`config.mk`:
```
export PLATFORM = sky130hd
export DESIGN_NAME = led_fade_pwm
export DESIGN_NICKNAME = d
export VERILOG_FILES = /design/src/rtl/led_fade_pkg.sv /design/src/rtl/led_fade_channel.sv /design/src/rtl/led_fade_pwm.sv
export SDC_FILE = /design/constraint.sdc
export NUM_CORES = 1
export LEC_CHECK = 0
export ABC_AREA = 1
export BUFFER_PORTS_ARGS = -buffer_cell sky130_fd_sc_hd__buf_2
export CAP_MARGIN = 15
export CORE_MARGIN = 8
export CORE_UTILIZATION = 50
export CTS_CLUSTER_DIAMETER = 100
export DETAILED_ROUTE_END_ITERATION = 8
export PLACE_DENSITY = 0.69
export SYNTH_ARGS = -nofsm -noshare
export SYNTH_HDL_FRONTEND = slang
export SYNTH_HIERARCHICAL = 1
export SYNTH_SLANG_ARGS = --single-unit
```
`constraint.sdc`:
```
create_clock -name sys_clk -period 3.5 [get_ports sys_clk]
set_clock_uncertainty 0.1 [all_clocks]
set_input_delay 0.175 -clock sys_clk [delete_from_list [all_inputs] [get_ports sys_clk]]
set_output_delay 0.175 -clock sys_clk [all_outputs]
set_load 0.01 [all_outputs]
```
`src/rtl/led_fade_pkg.sv`:
```
// Shared types and elaboration-time helpers for the LED fade/PWM block.
package led_fade_pkg;

    // Per-channel brightness state.
    typedef enum logic [1:0] {
        OFF       = 2'd0,
        RAMP_UP   = 2'd1,
        ON        = 2'd2,
        RAMP_DOWN = 2'd3
    } chan_state_t;

    // Full-scale duty for a given counter width; duty at this value is solid on.
    function automatic int pwm_max(input int bits);
        return (1 << bits) - 1;
    endfunction

    // Width of the step timer; at least one bit so a 1-cycle step still has a register.
    function automatic int step_cnt_width(input int cycles);
        return (cycles > 1) ? $clog2(cycles) : 1;
    endfunction

endpackage

```
`src/rtl/led_fade_channel.sv`:
```
// One LED channel: brightness FSM plus duty register, ramping one LSB per step tick.
module led_fade_channel
    import led_fade_pkg::*;
#(
    parameter int PWM_BITS = 8
) (
    input  logic                sys_clk,
    input  logic                rst,
    input  logic                step_tick,
    input  logic [PWM_BITS-1:0] pwm_cnt,
    input  logic                led_in,
    input  logic                fade_en,
    output logic                pwm_on,
    output logic                ramping
);

    localparam logic [PWM_BITS-1:0] PWM_MAX = PWM_BITS'(pwm_max(PWM_BITS));

    chan_state_t         state;
    logic [PWM_BITS-1:0] duty;
    logic [PWM_BITS-1:0] duty_up;
    logic [PWM_BITS-1:0] duty_dn;

    // Candidate duty for each direction: one saturating step on step_tick, otherwise hold.
    always_comb begin
        // NOTE: outputs get a default before any condition so no path can infer a latch.
        duty_up = duty;
        duty_dn = duty;
        if (step_tick && (duty != PWM_MAX)) duty_up = duty + 1'b1;
        if (step_tick && (duty != '0))      duty_dn = duty - 1'b1;
    end

    // Brightness FSM: led_in picks the direction first, and a tick in the same cycle
    // steps that way. ON and OFF hold because the step saturates at the rails; a
    // reversal mid-ramp continues from the current duty with no jump.
    always_ff @(posedge sys_clk) begin
        // NOTE: registers use non-blocking assignment so every flop samples pre-edge values.
        if (rst) begin
            state <= OFF;
            duty  <= '0;
        end else if (!fade_en) begin
            state <= led_in ? ON : OFF;
            duty  <= led_in ? PWM_MAX : '0;
        end else if (led_in) begin
            state <= (duty_up == PWM_MAX) ? ON : RAMP_UP;
            duty  <= duty_up;
        end else begin
            state <= (duty_dn == '0) ? OFF : RAMP_DOWN;
            duty  <= duty_dn;
        end
    end

    assign pwm_on  = (pwm_cnt < duty);
    assign ramping = (state == RAMP_UP) || (state == RAMP_DOWN);

endmodule

```
`src/rtl/led_fade_pwm.sv`:
```
// LED fade stage: turns hard on/off LED levels into linear PWM brightness ramps.
module led_fade_pwm
    import led_fade_pkg::*;
#(
    parameter int NUM_LED          = 4,
    parameter int PWM_BITS         = 8,
    parameter int FADE_STEP_CYCLES = 392_157
) (
    input  logic               sys_clk,
    input  logic               rst,
    input  logic [NUM_LED-1:0] led_in,
    input  logic               fade_en,
    output logic [NUM_LED-1:0] led_out,
    output logic               fading
);

    localparam int                  STEP_W    = step_cnt_width(FADE_STEP_CYCLES);
    localparam logic [PWM_BITS-1:0] PWM_LAST  = PWM_BITS'(pwm_max(PWM_BITS) - 1);
    localparam logic [STEP_W-1:0]   STEP_LAST = STEP_W'(FADE_STEP_CYCLES - 1);

    logic [PWM_BITS-1:0] pwm_cnt;
    logic [STEP_W-1:0]   step_cnt;
    logic                step_tick;
    logic [NUM_LED-1:0]  pwm_on;
    logic [NUM_LED-1:0]  ramping;

    // PWM carrier counts 0..PWM_MAX-1 so that duty=PWM_MAX is a solid high.
    always_ff @(posedge sys_clk) begin
        if (rst || (pwm_cnt == PWM_LAST)) pwm_cnt <= '0;
        else                              pwm_cnt <= pwm_cnt + 1'b1;
    end

    // Free-running step timer shared by all channels; never restarted by led_in.
    always_ff @(posedge sys_clk) begin
        if (rst || step_tick) step_cnt <= '0;
        else                  step_cnt <= step_cnt + 1'b1;
    end

    assign step_tick = (step_cnt == STEP_LAST);

    for (genvar i = 0; i < NUM_LED; i++) begin : g_chan
        led_fade_channel #(
            .PWM_BITS (PWM_BITS)
        ) u_chan (
            .sys_clk   (sys_clk),
            .rst       (rst),
            .step_tick (step_tick),
            .pwm_cnt   (pwm_cnt),
            .led_in    (led_in[i]),
            .fade_en   (fade_en),
            .pwm_on    (pwm_on[i]),
            .ramping   (ramping[i])
        );
    end

    // Pin drive and busy flag, registered from the current counter/duty/state values.
    always_ff @(posedge sys_clk) begin
        if (rst) begin
            led_out <= '0;
            fading  <= 1'b0;
        end else begin
            led_out <= pwm_on;
            fading  <= |ramping;
        end
    end

endmodule

```
# Yosys cells after proc, flatten, opt, wreduce, memory -nomap -nowiden

Cells that the tools add are included.

Logic and storage cells: 107
Register bits: 72
Output and inout bits: 5
Input bits: 7

Reduce and logical (&&, ||, !) cells: 23
Equality and inequality tests: 18
Add/sub/neg operators: 10
Mux-type cells: 40
$lt $le $gt $ge: 4

Operators with widths:

| cell                  | count |
|---|---|
| $mux 8                | 20 |
| $add 8x1->8 const B   | 5 |
| $eq 8x8->1 const B    | 5 |
| $mux 2                | 20 |
| $logic_not 8->1       | 4 |
| $lt 8x8->1            | 4 |
| $ne 8x8->1 const B    | 4 |
| $reduce_bool 8->1     | 4 |
| $sub 8x1->8 const B   | 4 |
| $add 19x1->19 const B | 1 |
| $eq 19x19->1 const B  | 1 |
| $eq 2x1->1 const B    | 4 |
| $eq 2x2->1 const B    | 4 |
| $logic_and 1x1->1     | 8 |
| $logic_or 1x1->1      | 6 |
| $reduce_or 4->1       | 1 |

# Longest topological paths before layout

Gate-level depths: netlist (run 1).

Depth in word-level cells: 7
Gate-level depth with buffers: 17
Depth with buffers taken out: 16

# Hierarchy

Netlist (run 1), hierarchy kept.

By module, submodules not included:

| module                                   | instances | cells each | area each (um2) | sequential area each (um2) |
|---|---|---|---|---|
| led_fade_channel at g_chan[0].u_chan ... | 3         | 184        | 1113.6          | 180.2 |
| led_fade_pwm                             | 1         | 214        | 1520.2          | 640.6 |
| led_fade_channel at g_chan[1].u_chan     | 1         | 187        | 1129.8          | 180.2 |

# Least setup slack after synthesis (run 1)

OpenSTA, ideal clock, no wires.

Path kind: register -> register
Start point: register step_cnt[0]
End point: register g_chan[0].u_chan.state[0]
Library setup time: 116 ps
Period minus slack after synthesis: 2648 ps
Required time: 3284 ps
Arrival: 2432 ps
Stages on the path, launching flop included: 17
Setup slack: 852 ps
Cells stage by stage: dfxtp_1 inv_1 ha_1 nand2_1 nor2_1 nand3_1 nor3_1 buf_4 inv_1 nor2_4 nand2_1 o21ai_0 nand2_1 nor2_1 nand2_1 nand3_2 a21oi_1

Cells in the longest elaborated chain, start to end: 7
Elaborated cells on any way between the ends: 11
Those cells by class: 2 x eq/ne; 6 x mux; 3 x reduce/logical

RTL lines:

| item                                                 | RTL line                                       | source |
|---|---|---|
| from (decl)                                          | led_fade_pwm.sv:22                             | `logic [STEP_W-1:0] step_cnt;` |
| from (signal assigned)                               | led_fade_pwm.sv:36                             | `else step_cnt <= step_cnt + 1'b1;` |
| $eq 19x19->1 (*)                                     | led_fade_pwm.sv:39                             | `assign step_tick = (step_cnt == STEP_LAST);` |
| named net step_tick                                  | led_fade_pwm.sv:23                             | `logic step_tick;` |
| $logic_and 1x1->1 (on tied branches)                 | led_fade_channel.sv:29, led_fade_channel.sv:30 |  |
| $mux 8 (on tied branches)                            | led_fade_channel.sv:29, led_fade_channel.sv:30 |  |
| $eq 8x8->1 / $logic_not 8->1 (equally long branches) | led_fade_channel.sv:45, led_fade_channel.sv:48 |  |
| $mux 2 (on tied branches)                            | led_fade_channel.sv:45, led_fade_channel.sv:48 |  |
| $mux 2 (*)                                           | led_fade_channel.sv:44                         | `end else if (led_in) begin` |
| $mux 2 (*)                                           | led_fade_channel.sv:41                         | `end else if (!fade_en) begin` |
| to (signal assigned)                                 | led_fade_channel.sv:42                         | `state <= led_in ? ON : OFF;` |
| to (signal assigned)                                 | led_fade_channel.sv:45                         | `state <= (duty_up == PWM_MAX) ? ON : RAMP_UP;` |
| to (signal assigned)                                 | led_fade_channel.sv:48                         | `state <= (duty_dn == '0) ? OFF : RAMP_DOWN;` |
| to (decl)                                            | led_fade_channel.sv:19                         | `chan_state_t state;` |

The timed path passes the listed nets; every way through them passes the cells marked *.
A chain may end at the register's enable or synchronous reset.

# Worst setup path after layout (run 1)

Start point: register step_cnt[0]
End point: register g_chan[2].u_chan.state[0]

Cells in the longest elaborated chain, start to end: 7
Elaborated cells on any way between the ends: 11
Those cells by class: 2 x eq/ne; 6 x mux; 3 x reduce/logical

RTL lines:

| item                                                 | RTL line |
|---|---|
| $eq 19x19->1 (*)                                     | led_fade_pwm.sv:39 |
| named net step_tick                                  | led_fade_pwm.sv:23 |
| $logic_and 1x1->1 (on tied branches)                 | led_fade_channel.sv:29, led_fade_channel.sv:30 |
| $mux 8 (on tied branches)                            | led_fade_channel.sv:29, led_fade_channel.sv:30 |
| $eq 8x8->1 / $logic_not 8->1 (equally long branches) | led_fade_channel.sv:45, led_fade_channel.sv:48 |
| $mux 2 (on tied branches)                            | led_fade_channel.sv:45, led_fade_channel.sv:48 |
| $mux 2 (*)                                           | led_fade_channel.sv:44 |
| $mux 2 (*)                                           | led_fade_channel.sv:41 |
| to (signal assigned)                                 | led_fade_channel.sv:42 |
| to (signal assigned)                                 | led_fade_channel.sv:45 |
| to (signal assigned)                                 | led_fade_channel.sv:48 |
| to (decl)                                            | led_fade_channel.sv:19 |

Marks and branches as above.

==> results of run 1 <==
## worst paths after layout
| kind | from | end | slack [ns] | cells after the start |
|---|---|---|---|---|
| setup / recovery | step_cnt[0]$_SDFF_PP0_ | g_chan[2].u_chan/state[0]$_SDFF_PP0_ | 0.96 | 16 |
| hold / removal | led_in[1] | g_chan[1].u_chan/state[0]$_SDFF_PP0_ | 0.06 | 3 |
| setup reg to reg | step_cnt[0]$_SDFF_PP0_ | g_chan[2].u_chan/state[0]$_SDFF_PP0_ | 0.96 | 16 |
| hold reg to reg | step_cnt[0]$_SDFF_PP0_ | step_cnt[0]$_SDFF_PP0_ | 0.36 | 1 |
## critical path, delay by kind of cell, from the launching register on
family	cells	cell delay (ns)
AO/OA/AOI/OAI	2	0.18
buffers and inverters	3	0.55
AND/OR/NAND/NOR	10	1.09
adder cells (fa/ha/maj)	1	0.14
flip-flops	1	0.33
## metrics by stage
step           area, um^2  utilization  std cells
2_1_floorplan        5990            -        953
3_3_place_gp         6080        0.513       1091
3_5_place_dp         6080        0.513       1091
4_1_cts              6350        0.536       1107
5_1_grt              6350        0.536       1107
6_report             6350        0.536       1107
## power groups by stage
stage | sequential [W] | clock [W] | combinational (W)
2_1_floorplan | 0.000873 | 0 | 0.000359
3_3_place_gp | 0.000900 | 0 | 0.000433
3_5_place_dp | 0.000899 | 0 | 0.000435
4_1_cts | 0.000882 | 0.000862 | 0.000438
5_1_grt | 0.000890 | 0.000897 | 0.000501
6_report | 0.000883 | 0.000839 | 0.000439
## sequential cells by signal, summed over array words and instances (netlist names)
name                 cells
g_chan.u_chan/duty      32
step_cnt                19
pwm_cnt                  8
g_chan.u_chan/state      4
led_out                  4
fading                   1
## cells by family (layout without fill, tap and decap cells)
family / after synthesis / count (layout) / synth area share
AND/OR/NAND/NOR: 583 / 583 / 0.440
AO/OA/AOI/OAI: 103 / 103 / 0.108
XOR/XNOR: 24 / 24 / 0.0351
flip-flops: 68 / 68 / 0.227
adder cells (fa/ha/maj): 44 / 44 / 0.0919
buffers and inverters: 131 / 138 / 0.0980
## layout make-up
type                       count  area, um^2  area share
sequential                    68        1360       0.214
timing repair buffer          12        75.1      0.0118
multi-input combinational    754        4050       0.637
tap                          147         184      0.0289
inverter                     110         415      0.0654
clock buffer                  11         243      0.0382
clock inverter                 5        27.5     0.00433
## metal layers
metal / up-vias / GRT usage / part of all wire / wire length, um
li1: 3108 / - / - / -
met1: 2704 / 0.238 / 0.47 / 6950
met2: 151 / 0.299 / 0.46 / 6830
met3: 20 / 0.0336 / 0.041 / 608
met4: 0 / 0.0716 / 0.022 / 318
met5: - / 0 / 0 / 0
## cell usage in the layout (no fill, tap or decap), types with 5 or more instances in the layout
cell type,synthesis,routed
a221oi_1,11,11
clkbuf_16,0,9
a211oi_1,16,16
nand4_1,29,29
o211ai_1,8,8
nand2_4,8,8
o21ai_0,14,14
ha_1,44,44
nor2_2,7,7
o21ai_1,6,6
xor2_1,16,16
xnor2_1,8,8
nor2_4,11,11
a21oi_1,39,39
nor3_2,4,5
nand3_1,84,84
nand2_2,12,12
buf_2,5,11
dfxtp_1,68,68
nor2_1,130,130
nand2_1,288,288
inv_1,106,106
==> reports/results.tsv, run 1 <==
metric	value	unit
pwr-share-comb	0.203	
cts-resized-gates	0	
cts_tree	done	
clock-root-buffer	clkbuf_16	
crit_path_start_kind	register	
hold_viol_final	0	
slowest_stage	dfxtp_1	
dp_hpwl	11000	um
grt_pass1_wl	24200	um
worstSetupPathType	reg -> reg	
cts_buffers	9	
fin_crit	2.54	ns
crit_top_cell	nand2_1	
finalMaxSlewViolations	0	
cp.arrival	2.64	ns
gp_congestion	0.927	
switching_share	0.321	
synth-async-reset-ratio	0	
end_kind	register	
die_h	125	um
drtAntennaViolNets	0	
drt_iter0_drc	592	
relSlewSlack	0.592	
synth_largest_area_cell	dfxtp_1	
synth_area_leaders	dfxtp_1, nand2_1, ha_1, nor2_1, nand3_1	
synth.top_cells.by_count	nand2_1, nor2_1, inv_1	
clock_latency	0.34	ns
cp_slowest_stage_delay	0.33	ns
route.detailed.drc	0	
fin_crit_sh	0.726	
cts_max_path_buffers	2	
antenna_cells	0	
net-switching-power	0.000694	W
dpl_worst_slack	1.01	ns
final_layout_size_suffix_gt1_frac	0.0833	
powerDensity	340	nW/um^2
max_freq	393	MHz
synth_fp_nets	1004	
p_int	0.00147	W
power.total	0.00216	W
min_path_type	in -> reg	
ys.flop_type	dfxtp_1	
ys_ff_latch	68	
run_status	finished clean	
yosysWarnings	6	
wl_per_cell	13.3	um
ctsHtreeMaxLevel	3	
synth.distinct_cells	38	
synth_edf_count	0	
grt_max_degree	68	
yosysSeqAreaShare	0.227	
fp-row-count	40	
syn-cell-area	5990	um^2
clockPowerShare	0.388	
seq_power_share	0.409	
dr.pass1.iters	5	
cts_setup_buffers	0	
hold_slack	0.0557	ns
grt_antenna_before_repair	0	
initial_core_util	0.505	
cp_max_fo	67	
port_buffers	11	
grt_setup_unrepaired	false	
syn_avg_cell_area	6.29	um^2
setup_ws	0.958	ns
dieWidth	125	um
cts.clk_slew.worst_paths	0.05	ns
dieArea	15700	um^2
track_usage	0.185	
cp.required	3.60	ns
pin_count	12	
cts_sinks	68	
synth_top_cell_area_share	0.227	
cp_cell_sequence	inv_1 -> ha_1 -> nand2_1 -> nor2_1 -> nand3_1 -> nor3_2 -> buf_12 -> inv_1 -> nor2_4 -> nand2_1 -> o21ai_0 -> nand2_1 -> nor2_1 -> nand2_1 -> nand3_2 -> a21oi_1	
setup_viol	0	
cts_hold_buffers	0	
wl	14700	um
vias	5983	
grt_pass1_vias	5069	
synth_cells	953	
drv_cap	0	
syn_to_final_growth	6.06	%
p_leak	3.09	nW
yosysMostFrequentCell	nand2_1	
num-fill-cells	1193	
core-area	11900	um^2
vias_per_cell	5.40	
final_nets	1006	
finalSetupTns	0	ns
irDropWorstVdd	0.200	mV
worst_pin_slew	0.612	ns
overflow	0	
Power figures use the tool's default switching activity.
==> run 2: changes to the inputs <==
--- a/config.mk
+++ b/config.mk
@@ -12,7 +12,7 @@
 export CORE_UTILIZATION = 50
 export CTS_CLUSTER_DIAMETER = 100
 export DETAILED_ROUTE_END_ITERATION = 8
-export PLACE_DENSITY = 0.69
+export PLACE_DENSITY = 0.71
 export SYNTH_ARGS = -nofsm -noshare
 export SYNTH_HDL_FRONTEND = slang
 export SYNTH_HIERARCHICAL = 1
==> constraint.sdc (replaced) <==
create_clock -name sys_clk -period 2.1 [get_ports sys_clk]
set_clock_uncertainty 0.1 [all_clocks]
set_input_delay 0.105 -clock sys_clk [delete_from_list [all_inputs] [get_ports sys_clk]]
set_output_delay 0.105 -clock sys_clk [all_outputs]
set_load 0.01 [all_outputs]
==> run 2 against run 1 <==
  * The run now ends with setup timing left
  * Non-clock buffer count rose by 94
  * Global-route usage is 2.5 points higher
  * Clock-buffer cell count up 1
  * Flip-flop and latch count stayed put
  * Utilization grew 8.8 points
  * Total power increased by 83%
  * Cell count increased by 8.5%
  * Clock power is 86% higher
  * Register-to-register slack got worse by 1.2 ns
  * Fmax rose by 7.2%
  * Critical path type unchanged
  * Highest routed layer unchanged
==> reports/results.tsv, run 2 (synthesized netlist as in run 1, its figures left out) <==
metric	value	unit
regMostFlops	g_chan.u_chan/duty	
crit_path_start_kind	register	
ctsHtreeMaxLevel	3	
relSlewSlack	0.585	
core-area	11900	um^2
vias	6434	
gp_congestion	0.949	
irDropWorstVdd	0.409	mV
dp_hpwl	12000	um
biggestRegsByFlops	g_chan.u_chan/duty (32), step_cnt (19), pwm_cnt (8)	
setup_ws	-0.272	ns
grt_pass1_vias	5956	
antenna_cells	0	
cp_max_fo	8	
syn_to_final_growth	23.5	%
cts_max_path_buffers	2	
clock_latency	0.34	ns
port_buffers	11	
num-fill-cells	1080	
drtAntennaViolNets	0	
cp.required	2.24	ns
layout_common_cells	nand2_1, nor2_1, inv_1	
hold_viol_final	0	
r2r_slack	-0.27	ns
run_status	finished, violations left	
final_nets	1100	
rr_worst_depth	17	
dieArea	15700	um^2
power.total	0.00395	W
wl_per_cell	13.9	um
setup_viol	35	
rr_endpoint	g_chan[0].u_chan/state[0]$_SDFF_PP0_	
wl	16600	um
fin_cells	1201	
route.detailed.drc	0	
cts_buffers	9	
largest_reg_flops	32	
r2r-start	step_cnt[0]$_SDFF_PP0_	
track_usage	0.210	
cts_sinks	68	
grt_pass1_wl	27600	um
drv_cap	0	
pin_count	12	
grt_max_degree	19	
dr.pass1.iters	6	
drt_iter0_drc	518	
cts.clk_slew.worst_paths	0.06	ns
final_layout_size_suffix_gt1_frac	0.224	
initial_core_util	0.505	
holdPathStages	2	
fin_crit	2.37	ns
min_path_type	in -> reg	
min_from	rst	
cp.arrival	2.51	ns
overflow	0	
violations	setup timing	
fp-row-count	40	
worstSetupPathType	reg -> reg	
clock-root-buffer	clkbuf_16	
dieWidth	125	um
grt_setup_unrepaired	true	
finalMaxSlewViolations	0	
end_kind	register	
fin_crit_sh	1.13	
die_h	125	um
layout_commonest_cell	nand2_1	
p_leak	3.64	nW
vias_per_cell	5.36	
cts_tree	done	
max_freq	422	MHz
powerDensity	533	nW/um^2
worstHoldEndpoint	fading$_SDFF_PP0_	
worst_pin_slew	0.618	ns
grt_antenna_before_repair	0	
place_inst	1171	
-- run 2: cell types whose count changed in the layout (fill, tap and decap cells not counted), moves of 5 or more --
cell / before / now
a221oi_1: 11 / 3
o21ai_0: 14 / 6
nand2_1: 288 / 271
a21oi_1: 39 / 30
a21oi_2: 0 / 9
a221oi_2: 0 / 8
nor2_1: 130 / 124
nand2_2: 12 / 28
a211oi_2: 0 / 6
buf_4: 0 / 85
o21ai_2: 0 / 8
inv_1: 106 / 99
nor2_2: 7 / 12
a211oi_1: 16 / 10
-- run 2: worst max-delay path by stage --
stage,start,end,depth (start not counted)
final,step_cnt[0]$_SDFF_PP0_,g_chan[0].u_chan/state[0]$_SDFF_PP0_,17
after global routing,step_cnt[0]$_SDFF_PP0_,g_chan[0].u_chan/state[0]$_SDFF_PP0_,18
after CTS,step_cnt[1]$_SDFF_PP0_,g_chan[1].u_chan/state[0]$_SDFF_PP0_,16
after detailed placement,step_cnt[1]$_SDFF_PP0_,g_chan[3].u_chan/state[0]$_SDFF_PP0_,14
after global placement,step_cnt[0]$_SDFF_PP0_,g_chan[3].u_chan/state[0]$_SDFF_PP0_,14
after floorplan,step_cnt[1]$_SDFF_PP0_,g_chan[0].u_chan/state[0]$_SDFF_PP0_,16
-- run 2: final cells by class --
cell class,instances,area (um^2),area share
multi-input combinational,754,4290,0.579
sequential,68,1360,0.184
timing repair buffer,106,832,0.112
inverter,110,428,0.0578
clock buffer,12,256,0.0347
tap,147,184,0.0249
clock inverter,4,47.5,0.00643
-- run 2: routing by layer --
| metal | track usage | wire length [um] |
|---|---|---|
| met1 | 0.262 | 7530 |
| met2 | 0.346 | 7800 |
| met3 | 0.0293 | 746 |
| met4 | 0.105 | 561 |
| met5 | 0 | 0 |
-- run 2: critical path, stage by stage (launching register included) --
cell and delay (ns):
dfxtp_2 0.32, inv_2 0.07, ha_4 0.14, nand2_4 0.04, nor2_4 0.12, nand3_2 0.10, nor3_4 0.25, buf_6 0.14
clkbuf_16 0.16, inv_8 0.04, nor2_4 0.26, nand2_2 0.10, o21ai_2 0.07, nand2_1 0.08, nor2_1 0.09, nand2_1 0.07
nand3_2 0.06, a21oi_1 0.06
-- run 2: what timing repair did --
action                     CTS  global route
setup endpoints to repair   29            36
pin swaps                    1            18
hold buffers                 4             0
hold endpoints to repair     4             0
resized for setup           21            49
setup buffers                1             8
cloned                       1             1
-- run 2: stage by stage --
step | worst slack [ns] | hold WS, ns | util | setup TNS, ns | instance area, um^2
floorplan | -0.105 | 0.0741 | - | -0.345 | 6050
global placement | -0.155 | 0.330 | 0.567 | -0.687 | 6730
detailed placement | -0.238 | 0.336 | 0.567 | -1.61 | 6730
CTS | -0.135 | 0.0953 | 0.605 | -0.808 | 7170
global route | -0.417 | 0.112 | 0.624 | -8.27 | 7400
finish | -0.272 | 0.113 | 0.624 | -3.73 | 7400
-- run 2: where the power goes --
part           total, W  internal (W)  leakage, nW  switching, W
Clock           0.00156      0.000980        0.149      0.000582
Sequential      0.00146       0.00136        0.560      0.000103
Combinational  0.000920      0.000371         2.94      0.000549
Total           0.00395       0.00271         3.64       0.00123
